[src/rtl/cdb_broadcaster.sv]
// Common data bus producer: per-FU result FIFOs drained one entry per cycle
// by a round-robin arbiter into a registered CDB broadcast.
module cdb_broadcaster #(
  parameter int N_FU  = 4,
  parameter int DEPTH = 2,
  parameter int XLEN  = 32,
  parameter int TAG_W = 5
) (
  input  logic                    clock,
  input  logic                    reset,
  input  logic                    squash,
  input  logic [N_FU-1:0]         fu_valid,
  input  logic [N_FU*TAG_W-1:0]   fu_tag,
  input  logic [N_FU*XLEN-1:0]    fu_value,
  output logic [N_FU-1:0]         fu_ready,
  output logic                    cdb_valid,
  output logic [TAG_W-1:0]        cdb_tag,
  output logic [XLEN-1:0]         cdb_value
);

  localparam int PW = $clog2(DEPTH);
  localparam int CW = $clog2(DEPTH + 1);
  localparam int RW = (N_FU > 1) ? $clog2(N_FU) : 1;
  localparam int EW = TAG_W + XLEN;
  localparam logic [CW-1:0] FULL_CNT = CW'(DEPTH);
  localparam logic [CW-1:0] CNT_ONE  = CW'(1);
  localparam logic [PW-1:0] PTR_ONE  = PW'(1);

  logic [EW-1:0]    mem_q [N_FU][DEPTH];
  logic [CW-1:0]    cnt_q [N_FU];
  logic [CW-1:0]    cnt_d [N_FU];
  logic [PW-1:0]    wr_q  [N_FU];
  logic [PW-1:0]    wr_d  [N_FU];
  logic [PW-1:0]    rd_q  [N_FU];
  logic [PW-1:0]    rd_d  [N_FU];
  logic [RW-1:0]    rr_q, rr_d;
  logic [RW-1:0]    win_s;
  logic             grant_s;
  logic [N_FU-1:0]  push_s, pop_s;
  logic [EW-1:0]    head_s;
  logic             cdb_valid_q, cdb_valid_d;
  logic [TAG_W-1:0] cdb_tag_q, cdb_tag_d;
  logic [XLEN-1:0]  cdb_value_q, cdb_value_d;

  function automatic logic [RW-1:0] rr_add(input logic [RW-1:0] base, input int off);
    return RW'((int'(base) + off) % N_FU);
  endfunction

  // Ready and push qualification depend only on registered occupancy.
  always_comb begin
    for (int i = 0; i < N_FU; i++) begin
      fu_ready[i] = (cnt_q[i] != FULL_CNT);
      push_s[i]   = fu_valid[i] && (cnt_q[i] != FULL_CNT);
    end
  end

  // Round-robin scan starting at rr_q; first non-empty FIFO wins.
  always_comb begin
    grant_s = 1'b0;
    win_s   = '0;
    for (int k = 0; k < N_FU; k++) begin
      win_s   = (!grant_s && (cnt_q[rr_add(rr_q, k)] != '0)) ? rr_add(rr_q, k) : win_s;
      grant_s = grant_s || (cnt_q[rr_add(rr_q, k)] != '0);
    end
    head_s = mem_q[win_s][rd_q[win_s]];
    for (int i = 0; i < N_FU; i++) begin
      pop_s[i] = grant_s && (win_s == RW'(i));
    end
  end

  // FIFO bookkeeping; squash clears occupancy and overrides push/pop.
  always_comb begin
    for (int i = 0; i < N_FU; i++) begin
      cnt_d[i] = cnt_q[i];
      wr_d[i]  = wr_q[i];
      rd_d[i]  = rd_q[i];
      if (squash) begin
        cnt_d[i] = '0;
        wr_d[i]  = '0;
        rd_d[i]  = '0;
      end else begin
        wr_d[i] = push_s[i] ? (wr_q[i] + PTR_ONE) : wr_q[i];
        rd_d[i] = pop_s[i]  ? (rd_q[i] + PTR_ONE) : rd_q[i];
        case ({push_s[i], pop_s[i]})
          2'b10:   cnt_d[i] = cnt_q[i] + CNT_ONE;
          2'b01:   cnt_d[i] = cnt_q[i] - CNT_ONE;
          default: cnt_d[i] = cnt_q[i];
        endcase
      end
    end
  end

  // Next broadcast and arbitration pointer.
  always_comb begin
    if (grant_s && !squash) begin
      cdb_valid_d = 1'b1;
      cdb_tag_d   = head_s[EW-1:XLEN];
      cdb_value_d = head_s[XLEN-1:0];
      rr_d        = rr_add(win_s, 1);
    end else begin
      cdb_valid_d = 1'b0;
      cdb_tag_d   = '0;
      cdb_value_d = '0;
      rr_d        = rr_q;
    end
  end

  // Control state and output register.
  always_ff @(posedge clock or posedge reset) begin
    if (reset) begin
      for (int i = 0; i < N_FU; i++) begin
        cnt_q[i] <= '0;
        wr_q[i]  <= '0;
        rd_q[i]  <= '0;
      end
      rr_q        <= '0;
      cdb_valid_q <= 1'b0;
      cdb_tag_q   <= '0;
      cdb_value_q <= '0;
    end else begin
      for (int i = 0; i < N_FU; i++) begin
        cnt_q[i] <= cnt_d[i];
        wr_q[i]  <= wr_d[i];
        rd_q[i]  <= rd_d[i];
      end
      rr_q        <= rr_d;
      cdb_valid_q <= cdb_valid_d;
      cdb_tag_q   <= cdb_tag_d;
      cdb_value_q <= cdb_value_d;
    end
  end

  // Result storage; pushes in a squash cycle are dropped.
  always_ff @(posedge clock or posedge reset) begin
    if (reset) begin
      for (int i = 0; i < N_FU; i++) begin
        for (int j = 0; j < DEPTH; j++) begin
          mem_q[i][j] <= '0;
        end
      end
    end else begin
      for (int i = 0; i < N_FU; i++) begin
        if (push_s[i] && !squash) begin
          mem_q[i][wr_q[i]] <= {fu_tag[i*TAG_W +: TAG_W], fu_value[i*XLEN +: XLEN]};
        end else begin
          mem_q[i][wr_q[i]] <= mem_q[i][wr_q[i]];
        end
      end
    end
  end

  assign cdb_valid = cdb_valid_q;
  assign cdb_tag   = cdb_tag_q;
  assign cdb_value = cdb_value_q;

endmodule

[config.mk]
export PLATFORM = sky130hd
export DESIGN_NAME = cdb_broadcaster
export DESIGN_NICKNAME = d
export VERILOG_FILES = /design/src/rtl/cdb_broadcaster.sv
export SDC_FILE = /design/constraint.sdc
export NUM_CORES = 1
export LEC_CHECK = 0
export ABC_AREA = 1
export CAP_MARGIN = 20
export CORE_AREA = 4 4 173 175
export DETAILED_ROUTE_END_ITERATION = 8
export DIE_AREA = 0 0 177 179
export GPL_TIMING_DRIVEN = 0
export HOLD_SLACK_MARGIN = 0.06
export PLACE_DENSITY = 0.85
export SKIP_LAST_GASP = 1
export SLEW_MARGIN = 20
export SYNTH_ARGS = -nofsm -noshare
export SYNTH_HDL_FRONTEND = slang
export SYNTH_SLANG_ARGS = --single-unit
[constraint.sdc]
create_clock -name clock -period 20.1 [get_ports clock]
set_clock_uncertainty 0.15 [all_clocks]
set_input_delay 3.015 -clock clock [delete_from_list [all_inputs] [get_ports clock]]
set_output_delay 3.015 -clock clock [all_outputs]
set_load 0.01 [all_outputs]
* After elaboration in Yosys (flattened, before gate mapping)
Index checks and enable logic that the tools add are counted.
Storage, ports and cells: memory bits (read-only) 0, word-level logic and storage cells 211, RAM bits 0, memories 0, latch bits 0, flip-flop bits (word level) 352, input bits 155
Cells by class: magnitude comparators 14, multiplexer cells 84, equality and inequality tests 15, shifts and indexed selects 0, bitwise logic cells 10, divide/modulo/power cells 0, add/subtract/negate cells 20, reduce and logical (&&, ||, !) cells 44, multiply operators 0
Operators by type and width (number):
- two-way mux 37 bit | 19
- bitwise mux 74 bit | 8
- two-way mux 74 bit | 6
- binary-select mux 74 bit (select 2 bit) | 1
- demux 37 bit (select 1 bit) | 4
- two-way mux 2 bit | 16
- two-way mux 32 bit | 1
- nonzero test 2 bit | 12
- logical AND 1 bit | 20
- two-way mux 1 bit | 19
- binary-select mux 2 bit (select 2 bit) | 4
- one-hot mux 2 bit (2 select lines) | 4
- >= comparator 3 bit, second input constant | 5
- NOT 2 -> 3 bit | 5
- adder 2 x 1 -> 2 bit, second input constant | 6
- equality test 2 bit, second input constant | 6
- nonzero test 3 bit | 4
- equality test 2 x 1 -> 1 bit, second input constant | 5
- >= comparator 2 bit, second input constant | 5
- NOT 1 -> 2 bit | 5
- adder 1 bit, second input constant | 8
- < comparator 2 x 1 -> 1 bit, second input constant | 4
- != test 2 bit, second input constant | 4
- subtractor 2 x 1 -> 2 bit, second input constant | 4
- 6 further kinds | 12

* Depth between registers and ports, before layout
word-level depth 20, mapped depth 21

* Worst setup path before layout
Ideal clock, no wire load.
path kind input to register, from in squash, to reg mem_q[100] (netlist name), path slack 15778 ps, cell stages on the path 6, buffers on the path 3, data required time 19867 ps, setup time 83 ps, data arrival time 4090 ps, cells stage by stage clkbuf_1 nor3_1 clkbuf_1 clkbuf_1 nand2_1 o21ai_0
Between the ends: longest elaborated chain between the ends 3
Ends and longest elaborated chain:
- from (decl) | line 11 | input logic squash,
- zero test 1 bit | line 143 | if (push_s[i] && !squash) begin
- logical AND 1 bit | line 143
- two-way mux 74 bit | line 143
- to (signal, indexed assignment) | line 144 | mem_q[i][wr_q[i]] <= {fu_tag[i*TAG_W +: TAG_W], fu_value[i*XLEN +: XLEN]};
- to (signal, indexed assignment) | line 146 | mem_q[i][wr_q[i]] <= mem_q[i][wr_q[i]];
- to (decl) | line 29 | logic [EW-1:0] mem_q [N_FU][DEPTH];
No other way between the ends. A chain may end at the register's enable or synchronous reset.

* Worst setup path after layout
from in squash, to reg mem_q[210] (netlist name)
Same word-level chain as after synthesis.

==> flow_summary_export.csv <==
group,metric,value,unit
outcome,status,"complete, but fails checks",
outcome,violations,"DRC",
sta,setup_violations,0,
clock_network,cts-buffers-inserted,37,
clock_network,numClockSinks,352,
die,die_area,31700,um2
synthesis,syn_nets,2496,
routing,wl_per_cell,19.3,um
placed_design,portBuffers,196,
global_route,grt-ovfl-total,0,
synthesis,ys_seq_area_share,51.2,%
setup_path,cp_num_buf_inv,5,
placed_design,gp_congestion,0.953,
die,start_util,60.4,%
routing,drtAntennaViolNets,0,
cells_and_area,final_common_cell,"nand2_1",
clock_network,cts_resized,0,
setup_path,path_cells,"clkdlybuf4s50_1 > clkbuf_1 > nor2_1 > nand2_1 > inv_1 > clkbuf_1 > clkbuf_1 > o21ai_0",
global_route,grt_max_degree,105,
setup_path,worstSetupEndpointType,"flip-flop",
routing,route.detailed.drc,1,
synthesis,yosys_warnings,0,
synthesis,synth_area,17200,um2
sta,max_freq,0.187,GHz
sta,worst_pin_slew,932,ps
cells_and_area,area_growth,21.9,%
setup_path,worstSetupStartpointType,"input port",
sta,slew_viol_final,0,
routing,avgViaCountPerCell,5.71,
global_route,antenna_found_initial,0,
global_route,grt_pass1_wl,89.2,mm
synthesis,syn_inst,2341,
sta,period_minus_slack,5350,ps
synthesis,synth.distinct_cells,29,
setup_path,crit_top_cell,"clkbuf_1",
routing,routed_wl,57.7,mm
sta,finalWorstSetupSlack,14750,ps
cells_and_area,drive_gt1_share,5.19,%
routing,drtPass1Iterations,9,
synthesis,syn_area_per_cell,7.34,um2
setup_path,critPathRequiredTime,20310,ps
die,io_pins,197,
routing,drt-initial-drc-count,2533,
clock_network,clk_latency,530,ps
clock_network,clock_path_buffers,3,
placed_design,dpl_worst_slack,14390,ps
setup_path,crit_fanout,10,
clock_network,cts_hold_buf,0,
job,max-cap-violations,0,
die,die_x,177,um
die,die_y,179,um
sta,hold_viol,0,
setup_path,critPathKind,"input port to flip-flop",
sta,finalCritPeriodShare,26.6,%
setup_path,path_delay_family,"buffers and inverters",
setup_path,cpPeakStageDelay,680,ps
sta,fin_tns_setup,0,ps
die,core_area,28500,um2
clock_network,cts_setup_buffers,0,
clock_network,cts_tree,"done",
cells_and_area,fin_nets,2734,
setup_path,slowest_stage,"clkbuf_1",
sta,relSlewSlack,37.8,%
setup_path,arrival,5560,ps
synthesis,synth_seq_cells,352,
die,rows,62,
placed_design,hpwl,39.5,mm
global_route,grt_usage,36.5,%
cells_and_area,mostFrequentLayoutCells,"nand2_1 (847), dfrtp_1 (352), inv_1 (327)",
routing,vias,17100,
clock_network,htree_levels,2,
cells_and_area,utilization,73.6,%
clock_network,cts_root_buf,"clkbuf_16",
global_route,grt_pass1_vias,16600,
sta,rsz0062_at_grt,"no",
hold_path,hp-class,"flip-flop to flip-flop",
clock_network,path_clk_slew,60,ps
## state kept, by name, indices dropped and copies added (netlist names)
name       cells
cdb_tag        5
cdb_valid      1
cdb_value     32
cnt_q          8
mem_q        296
rd_q           4
rr_q           2
wr_q           4
## synthesized netlist by cell type
| cell type | instances | area, um2 |
|---|---|---|
| inv_4 | 1 | 6.26 |
| inv_1 | 328 | 1230 |
| inv_2 | 1 | 3.75 |
| xnor2_1 | 2 | 17.5 |
| nand3b_1 | 1 | 7.51 |
| a31oi_1 | 1 | 6.26 |
| o21ai_1 | 1 | 5.00 |
| nor2_8 | 1 | 20.0 |
| o22ai_1 | 1 | 6.26 |
| buf_1 | 8 | 30.0 |
| o21ai_2 | 2 | 17.5 |
| nor3_1 | 3 | 15.0 |
| clkbuf_1 | 75 | 282 |
| buf_2 | 41 | 205 |
| nand2_2 | 5 | 31.3 |
| xor2_1 | 1 | 8.76 |
| nor2_1 | 124 | 465 |
| buf_4 | 6 | 45.0 |
| nand3_1 | 200 | 1000 |
| nand4_1 | 7 | 43.8 |
| nand2_1 | 847 | 3180 |
| a21oi_1 | 10 | 50.1 |
| nand3_2 | 1 | 10.0 |
| buf_6 | 10 | 113 |
| nor2_4 | 3 | 33.8 |
| nor2_2 | 2 | 12.5 |
| dfrtp_1 | 352 | 8810 |
| o21ai_0 | 306 | 1530 |
| clkinv_1 | 1 | 3.75 |
## metrics by stage
stage	area [um2]	hold WS, ps	instances
after detailed placement	19700	345	2924
after floorplan	17200	308	2341
after global placement	19600	324	2921
final	21000	357	2988
after global routing	21000	368	2987
after CTS	21000	356	2987
## worst reg2reg max path: stages, from the launching register on
cell,delay (ps)
dfrtp_1,420
inv_2,90
buf_6,140
nand2_1,70
nand3_1,70
nand2_1,90
nor2_4,200
nand3_1,90
nand2_1,130
inv_1,60
nand2_2,240
buf_2,330
buf_2,450
nand3_1,190
nand2_1,100
nor2_1,40
nor2_1,80
nor2_1,60
## cell type report
type | count | area, um2
clock buffer | 48 | 1030
buffer | 140 | 674
timing repair buffer | 199 | 2040
sequential | 352 | 8810
inverter | 331 | 1250
tap | 384 | 480
fill | 2213 | 7510
antenna | 1 | 2.50
clock inverter | 15 | 206
multi-input combinational | 1518 | 6460
## metal layers
layer	wire [um]	up-vias	GRT usage [%]
met1	21000	7980	47.7
met2	25800	1185	56.1
met4	3410	0	18.8
met5	0	-	0
li1	-	7647	-
met3	7450	255	10.3
## logic make-up after synthesis
kind of cell / count (synthesis) / share of synthesized area (%)
DFF: 352 / 51.2
xor gates and xnor gates: 3 / 0.153
and+or+nand+nor: 1194 / 28.0
buffers and inverters: 471 / 11.2
AOI/OAI and AO/OA: 321 / 9.40
## path summary, 6_finish.rpt
kind / cells past startpoint / end / start / slack [ps]
min: 1 / wr_q[0]$_DFFE_PP0P_ / wr_q[0]$_DFFE_PP0P_ / 360
max: 8 / mem_q[210]$_DFFE_PP0N_ / squash / 14750
min in group asynchronous: 2 / cdb_tag[0]$_DFF_PP0_ / reset / 2770
min reg2reg: 1 / wr_q[0]$_DFFE_PP0P_ / wr_q[0]$_DFFE_PP0P_ / 360
max in group asynchronous: 5 / mem_q[122]$_DFFE_PP0N_ / reset / 15250
max reg2reg: 17 / cdb_value[25]$_DFF_PP0_ / rr_q[0]$_DFFE_PP0P_ / 16970
Power is left out: the tool's default activity adds up to more than one toggle a clock period on the data nets, which glitch-free logic cannot reach.
